[src/rtl/montacargas_pkg.sv]
// Shared constants for the Montacargas input conditioner: channel map and default timing.
// Also holds the helper used by the optional MONTACARGAS_LIMIT_FAULT_EN limit-switch check.
package montacargas_pkg;

   localparam int NUM_CH = 7;

   localparam int CH_P1  = 0;
   localparam int CH_P2  = 1;
   localparam int CH_P3  = 2;
   localparam int CH_SPC = 3;
   localparam int CH_FC1 = 4;
   localparam int CH_FC2 = 5;
   localparam int CH_FC3 = 6;

   localparam int DEFAULT_TICK_DIV       = 4000;
   localparam int DEFAULT_DEBOUNCE_TICKS = 20;

   // The cabin can only be at one floor, so two active limit switches means a wiring or sensor fault
   function automatic logic atLeastTwo(input logic [2:0] bits);
      return (bits[0] & bits[1]) | (bits[0] & bits[2]) | (bits[1] & bits[2]);
   endfunction

endpackage

[src/rtl/montacargas_debounce_ch.sv]
// One input channel: 2-FF synchroniser followed by a tick-sampled debounce counter.
module montacargas_debounce_ch #(
   parameter int DEBOUNCE_TICKS = 20
) (
   input  logic clockBase_4MHz,
   input  logic reset,
   input  logic tick,
   input  logic raw,
   output logic level
);

   localparam int CW = $clog2(DEBOUNCE_TICKS + 1);
   localparam logic [CW-1:0] LAST_COUNT = CW'(DEBOUNCE_TICKS - 1);

   logic          syncMeta;
   logic          syncOut;
   logic [CW-1:0] debCount;

   // Any agreeing sample restarts the count; the >= compare keeps the counter from ever wrapping
   always_ff @(posedge clockBase_4MHz or negedge reset) begin
      if (!reset) begin
         syncMeta <= 1'b0;
         syncOut  <= 1'b0;
         debCount <= '0;
         level    <= 1'b0;
      end else begin
         syncMeta <= raw;
         syncOut  <= syncMeta;
         if (tick) begin
            if (syncOut == level) begin
               debCount <= '0;
            end else if (debCount >= LAST_COUNT) begin
               level    <= ~level;
               debCount <= '0;
            end else begin
               debCount <= debCount + 1'b1;
            end
         end
      end
   end

endmodule

[src/rtl/montacargas_input_conditioner.sv]
// Front end for the Montacargas controller: sample tick, per-channel debounce, press strobes.
// Defining MONTACARGAS_LIMIT_FAULT_EN adds the sticky fc_fault output and pulse suppression.
module montacargas_input_conditioner
   import montacargas_pkg::*;
#(
   parameter int TICK_DIV       = DEFAULT_TICK_DIV,
   parameter int DEBOUNCE_TICKS = DEFAULT_DEBOUNCE_TICKS
) (
   input  logic       clockBase_4MHz,
   input  logic       reset,
   input  logic       BotonPiso1_raw,
   input  logic       BotonPiso2_raw,
   input  logic       BotonPiso3_raw,
   input  logic       SensorPuertaCerrada_raw,
   input  logic       FinalCarreraPiso1_raw,
   input  logic       FinalCarreraPiso2_raw,
   input  logic       FinalCarreraPiso3_raw,
   output logic [2:0] boton_lvl,
   output logic [2:0] boton_pulse,
   output logic       puerta_cerrada,
   output logic [2:0] final_carrera,
   output logic       tick_1ms
`ifdef MONTACARGAS_LIMIT_FAULT_EN
   ,
   output logic       fc_fault
`endif
);

   localparam int TW = $clog2(TICK_DIV);
   localparam logic [TW-1:0] LAST_TICK = TW'(TICK_DIV - 1);

   logic [TW-1:0]     tickCount;
   logic [NUM_CH-1:0] rawVec;
   logic [NUM_CH-1:0] levelVec;
   logic [2:0]        lvlPrev;
   logic [2:0]        pulseReg;
   logic [2:0]        pulseMask;

   // Free-running divider; the tick is decoded from the last count so it is high for one clock
   always_ff @(posedge clockBase_4MHz or negedge reset) begin
      if (!reset) begin
         tickCount <= '0;
      end else if (tickCount == LAST_TICK) begin
         tickCount <= '0;
      end else begin
         tickCount <= tickCount + 1'b1;
      end
   end

   assign tick_1ms = (tickCount == LAST_TICK);

   assign rawVec[CH_P1]  = BotonPiso1_raw;
   assign rawVec[CH_P2]  = BotonPiso2_raw;
   assign rawVec[CH_P3]  = BotonPiso3_raw;
   assign rawVec[CH_SPC] = SensorPuertaCerrada_raw;
   assign rawVec[CH_FC1] = FinalCarreraPiso1_raw;
   assign rawVec[CH_FC2] = FinalCarreraPiso2_raw;
   assign rawVec[CH_FC3] = FinalCarreraPiso3_raw;

   for (genvar g = 0; g < NUM_CH; g++) begin : gChannel
      montacargas_debounce_ch #(
         .DEBOUNCE_TICKS(DEBOUNCE_TICKS)
      ) uChannel (
         .clockBase_4MHz(clockBase_4MHz),
         .reset         (reset),
         .tick          (tick_1ms),
         .raw           (rawVec[g]),
         .level         (levelVec[g])
      );
   end

   assign boton_lvl      = {levelVec[CH_P3], levelVec[CH_P2], levelVec[CH_P1]};
   assign puerta_cerrada = levelVec[CH_SPC];
   assign final_carrera  = {levelVec[CH_FC3], levelVec[CH_FC2], levelVec[CH_FC1]};

`ifdef MONTACARGAS_LIMIT_FAULT_EN
   logic faultReg;

   // Once two limit switches agree the cabin is at two floors, stay latched until reset
   always_ff @(posedge clockBase_4MHz or negedge reset) begin
      if (!reset) begin
         faultReg <= 1'b0;
      end else begin
         faultReg <= faultReg | atLeastTwo(final_carrera);
      end
   end

   assign fc_fault  = faultReg;
   assign pulseMask = {3{~faultReg}};
`else
   assign pulseMask = 3'b111;
`endif

   // Rising-edge detect on the debounced levels; lvlPrev is cleared in reset so a held button cannot pulse early
   always_ff @(posedge clockBase_4MHz or negedge reset) begin
      if (!reset) begin
         lvlPrev  <= '0;
         pulseReg <= '0;
      end else begin
         lvlPrev  <= boton_lvl;
         pulseReg <= boton_lvl & ~lvlPrev & pulseMask;
      end
   end

   assign boton_pulse = pulseReg;

endmodule

[config.mk]
export PLATFORM = sky130hd
export DESIGN_NAME = montacargas_input_conditioner
export DESIGN_NICKNAME = d
export VERILOG_FILES = /design/src/rtl/montacargas_pkg.sv /design/src/rtl/montacargas_debounce_ch.sv /design/src/rtl/montacargas_input_conditioner.sv
export SDC_FILE = /design/constraint.sdc
export NUM_CORES = 1
export LEC_CHECK = 0
export ABC_AREA = 1
export BUFFER_PORTS_ARGS = -buffer_cell sky130_fd_sc_hd__buf_2
export CORE_AREA = 2 2 94 96
export CTS_BUF_LIST = sky130_fd_sc_hd__clkbuf_8
export DETAILED_ROUTE_END_ITERATION = 10
export DIE_AREA = 0 0 96 98
export SETUP_SLACK_MARGIN = 0.02
export SLEW_MARGIN = 20
export SYNTH_ARGS = -nofsm -noshare
export SYNTH_HDL_FRONTEND = slang
export SYNTH_SLANG_ARGS = --single-unit
[constraint.sdc]
create_clock -name clockBase_4MHz -period 1.9 [get_ports clockBase_4MHz]
set_input_delay 0 -clock clockBase_4MHz [delete_from_list [all_inputs] [get_ports clockBase_4MHz]]
set_output_delay 0 -clock clockBase_4MHz [all_outputs]
set_load 0.005 [all_outputs]
Word level (Yosys, flattened, before mapping) --
Index checks and enable logic that the tools add are counted.
Word-level totals: register bits after elaboration 74, bits in latches 0, bits in writable memories 0, ROM bits 0, bits of input ports 9, output and inout bits 11, memories 0
Operators by class: $add $sub $neg 8, $mul 0, divide/modulo/power cells 0, magnitude comparators 7, equal/unequal tests 8, shifts and indexed selects 0, mux-type cells 15, bitwise operators 16, reductions and logical operators 7
Operator list (number):
- 5-bit 2-to-1 mux | 14
- 5-bit by 1-bit adder with 5-bit output, second input constant | 7
- 5-bit >= comparator, second input constant | 7
- 3-bit AND reduction | 7
- 1-bit inverter | 14
- 12-bit by 1-bit adder with 12-bit output, second input constant | 1
- 12-bit == test, second input constant | 1
- 12-bit 2-to-1 mux | 1
- 1-bit == test | 7
- 3-bit AND | 1
- 3-bit inverter | 1

Longest topological paths before layout --
depth after elaboration 3, mapped depth 8, mapped depth without buffers 8

Modules after synthesis --
Synthesis repeated with hierarchy kept, for this count alone.
Second synthesis, totals: cells, all modules 447, area total of the unflattened synthesis 3709.8 um2
By module, submodules not included:
- montacargas_debounce_ch | instances 7, cells an instance 50, area an instance 411.6 um2
- montacargas_input_conditioner | instances 1, cells an instance 97, area an instance 828.3 um2

Worst setup path after synthesis --
Ideal clock, no wire load.
path type register to register, start reg tickCount[0], end reg gChannel[0].uChannel.debCount[0], library setup time 0.132 ns, arrival 1.245 ns, required time 1.768 ns, setup slack 0.523 ns, cell stages (with the launch flop) 7, path buffers 1, period minus slack after synthesis 1.377 ns, cell sequence dfrtp_1 -> ha_1 -> nand3_1 -> inv_1 -> nand3_2 -> clkbuf_1 -> o21ai_1
On the way: cells in the longest elaborated chain, start to end 1
Ends and longest elaborated chain:
- from (decl) | line montacargas_input_conditioner.sv:32 | logic [TW-1:0] tickCount;
- from (signal assigned) | line montacargas_input_conditioner.sv:46 | tickCount <= tickCount + 1'b1;
- 12-bit == test | line montacargas_input_conditioner.sv:50 | assign tick_1ms = (tickCount == LAST_TICK);
- to (signal assigned) | line montacargas_debounce_ch.sv:36 | debCount <= debCount + 1'b1;
- to (decl) | line montacargas_debounce_ch.sv:17 | logic [CW-1:0] debCount;
Every way passes these cells. A chain may end at the register's enable or synchronous reset.

Final worst setup path --
start reg tickCount[0], end out tick_1ms
On the way: cells in the longest elaborated chain, start to end 1
Ends and longest elaborated chain:
- 12-bit == test | line montacargas_input_conditioner.sv:50
- to (decl) | line montacargas_input_conditioner.sv:22 | output logic tick_1ms
Every way passes these cells.

==> out/results.ini <==
[run_status]
run_status=finished clean

[sta]
final.period_utilization_pct=91.43
timing.hold.ws_ns=0.1440
timing_hold_violations_final=0
fmax_mhz=575.7
worst_slew_margin_rel_pct=68.03
accumulated_negative_setup_slack_ns=0
tightest_slew_ns=0.4779
drv_slew=0
clock-skew-final_ns=0.004569
finalCriticalPeriod_ns=1.737
setup_repair_after_global_routing_missed_its_margin=no
setup_viol_count_final=0

[critical_path]
endpoint=tick_1ms
critical_path_arrival_ns=1.74
category_of_cells_accounting_for_the_largest_share_of_critical_path_delay=buffers and inverters
worstSetupPathType=reg -> out
timing.critical_path.mode_cell=nand3_2
reg2reg_slack_ns=0.34
critPathLaunch=tickCount[0]
critical-path-max-stage-delay_ns=0.38
worst-r2r-cell-count=7
timing.critical_path.buf_inv=4
terminus_of_the_critical_flop_to_flop_path=gChannel[2].uChannel.level
critical_path_launch_point_type=flip-flop
regToRegStartpoint=tickCount[0]
critical_path.endpoint_type=output pin
cp.required_ns=1.90
critical_path.slowest_cell=dfrtp_1
path_cells=ha_1 -> nand3_2 -> inv_1 -> nand3_2 -> buf_12 -> clkinv_4 -> buf_2
timing.critical_path.depth=7
critical_path.max_fanout=16

[global_routing]
grtUsageMet1_pct=21.40
global_route_wire_length_before_repair_mm=11.71
antenna_found_initial=0
first_global_vias=2646
grt_max_degree=43
total_routing_usage_gr_pct=15.84
globalRouteOverflowTotal=0
groute.layer.met2.usage_pct=23.77
met3_usage_pct=3.704
globalRoute.busiestLayer=met2

[layout]
layout_common_cells=nand2_1, dfrtp_1, nand3_1
area_grow_syn2layout_pct=12.09
final_design_area_no_fill_mm2=0.004094
final_core_utilization_pct=48.36
final_nets=480
antenna_cells_inserted=0
layout-drive-gt1-share_pct=8.974
mostFrequentLayoutCell=nand2_1

[drt]
ant_nets=0
vias_per_cell=4.873
detailroute.via_count=2807
route.detailed.drc=0
per_cell_routed_wire_length_um=11.57
detailedRoute.firstPassIterationCount=5
drt_iter0_markers=235
postRouteWirelength_mm=6.666

[placement]
hpwl_mm=4.153
gpl.final_weighted_congestion=0.7848
placement.io_buffers=19
placed_instance_area_mm2=0.003787

[clock_tree]
tritoncts.num_buffers=9
tritoncts=yes
cts_setup_buffers=0
worst_setup_hold_path_clk_slew_ns=0.07
clock_root_buffer_master=clkbuf_8
clk-insertion-delay-late_ns=0.34
htree_levels=3
clkSinkCount=74
number_of_buffers_between_clock_root_and_the_deepest_sink=2

[synth]
yosysUniqueCellTypes=23
yosys-top-cells-area=dfrtp_1, nand2_1, nand3_1, nor2_1, inv_1
synth-warning-count=0
syn-instance-count=441
synth.yosys.seq_area_share_pct=50.70
synth_top_cell_by_area=dfrtp_1
net_count_of_the_mapped_netlist=458
flip_flop_and_latch_count_after_synthesis=74
yosys.area.top_type_share_pct=50.70
synth_area_mm2=0.003652
avgSynthCellArea_um2=8.282

[power_and_ir_drop]
power_after_layout_mw=2.704
peakVddDrop_mv=0.3824
power.leakage_nw=2.100
power_density_mw_per_mm2=660.6

[floorplan]
fp.dieH_um=98
die_outline_area_mm2=0.009408
chipWidth_um=96
fp-row-count=34
start_util_pct=43.14
floorplan.io_pins=20
placeableCoreArea_mm2=0.008466

[worst_hold_path]
hold_path_class=in -> async

[flow_run]
max_cap_violations=0

[metal layers]
metal / wire, um / part of all wire (%)
met5: 0 / 0
met4: 130 / 2.0
met3: 178 / 2.7
met2: 2940 / 44
met1: 3417 / 51
[worst register-to-register path, delay by kind of cell (launching register included)]
| family | cells | cell delay (ns) |
|---|---|---|
| and+or+nand+nor | 4 | 0.53 |
| buffers and inverters | 2 | 0.36 |
| DFF | 1 | 0.35 |
| adders and majority gates | 1 | 0.20 |
[state kept, by name (all words and copies together) (netlist names)]
signal,flops
boton_pulse,3
gChannel.uChannel.debCount,35
gChannel.uChannel.level,7
gChannel.uChannel.syncMeta,7
gChannel.uChannel.syncOut,7
lvlPrev,3
tickCount,12
[layout make-up]
type / count / area, um^2
flip-flops and latches: 74 / 1852
clock buffers: 10 / 137.6
clock inverters: 6 / 26.28
inverters: 42 / 162.7
multi-input cells: 304 / 1498
well taps: 108 / 135.1
repair buffers: 32 / 282.8
fillers: 835 / 4372
[cell usage after synthesis]
| cell type | instances |
|---|---|
| o21ai_1 | 26 |
| or2_2 | 1 |
| clkbuf_2 | 1 |
| ha_1 | 8 |
| nor2_1 | 42 |
| nor2_4 | 1 |
| xnor2_1 | 1 |
| nand3_1 | 55 |
| inv_1 | 41 |
| buf_4 | 7 |
| buf_6 | 5 |
| o21ai_0 | 4 |
| nand3_2 | 1 |
| clkinv_4 | 1 |
| nand2_1 | 114 |
| clkbuf_1 | 7 |
| nand4_1 | 16 |
| xor2_1 | 14 |
| buf_2 | 1 |
| a21oi_1 | 4 |
| nand3b_1 | 7 |
| dfrtp_1 | 74 |
| nor3_1 | 10 |
[cell families (layout without fill, tap and decap cells)]
kind of cell / count (synthesis) / in the layout / share of synthesized area [%]
and+or+nand+nor: 247 / 247 / 29.87
adders and majority gates: 8 / 8 / 2.741
xor gates and xnor gates: 15 / 15 / 3.597
buffers and inverters: 63 / 90 / 8.427
AOI/OAI and AO/OA: 34 / 34 / 4.659
DFF: 74 / 74 / 50.70
[how the worst min path moves through the flow]
| stage | startpoint | to | slack (ns) | cells after the start |
|---|---|---|---|---|
| final | reset | gChannel[3].uChannel.debCount[0] | 0.14 | 2 |
| after global routing | reset | gChannel[5].uChannel.debCount[3] | 0.20 | 2 |
| after CTS | reset | gChannel[3].uChannel.debCount[0] | 0.15 | 2 |
| after detailed placement | reset | gChannel[3].uChannel.debCount[1] | -0.02 | 1 |
| after global placement | reset | gChannel[3].uChannel.debCount[1] | -0.02 | 1 |
| after floorplan | reset | boton_pulse[0] | -0.30 | 0 |
[per-stage QoR]
stage	cells	setup WS, ns
after floorplan	441	0.5230
after global placement	550	0.2946
after detailed placement	550	0.2309
after CTS	575	0.05818
after global routing	576	0.03594
final	576	0.1629
[power breakdown]
group          leakage [nW]  total, mW  internal (mW)  switching, mW
logic                  1.01     0.0732         0.0266         0.0466
clock network        0.0996       1.03          0.489          0.546
registers             0.987       1.60           1.59        0.00727
total                  2.10       2.70           2.10          0.600
[what timing repair did]
item / in CTS / in global routing
endpoints found under the setup margin: 1 / 1
hold endpoints to repair: 39 / 0
hold buffers: 8 / 0
cloned: 1 / 1
gates resized for setup: 0 / 1
(Power assumes the default switching activity.)
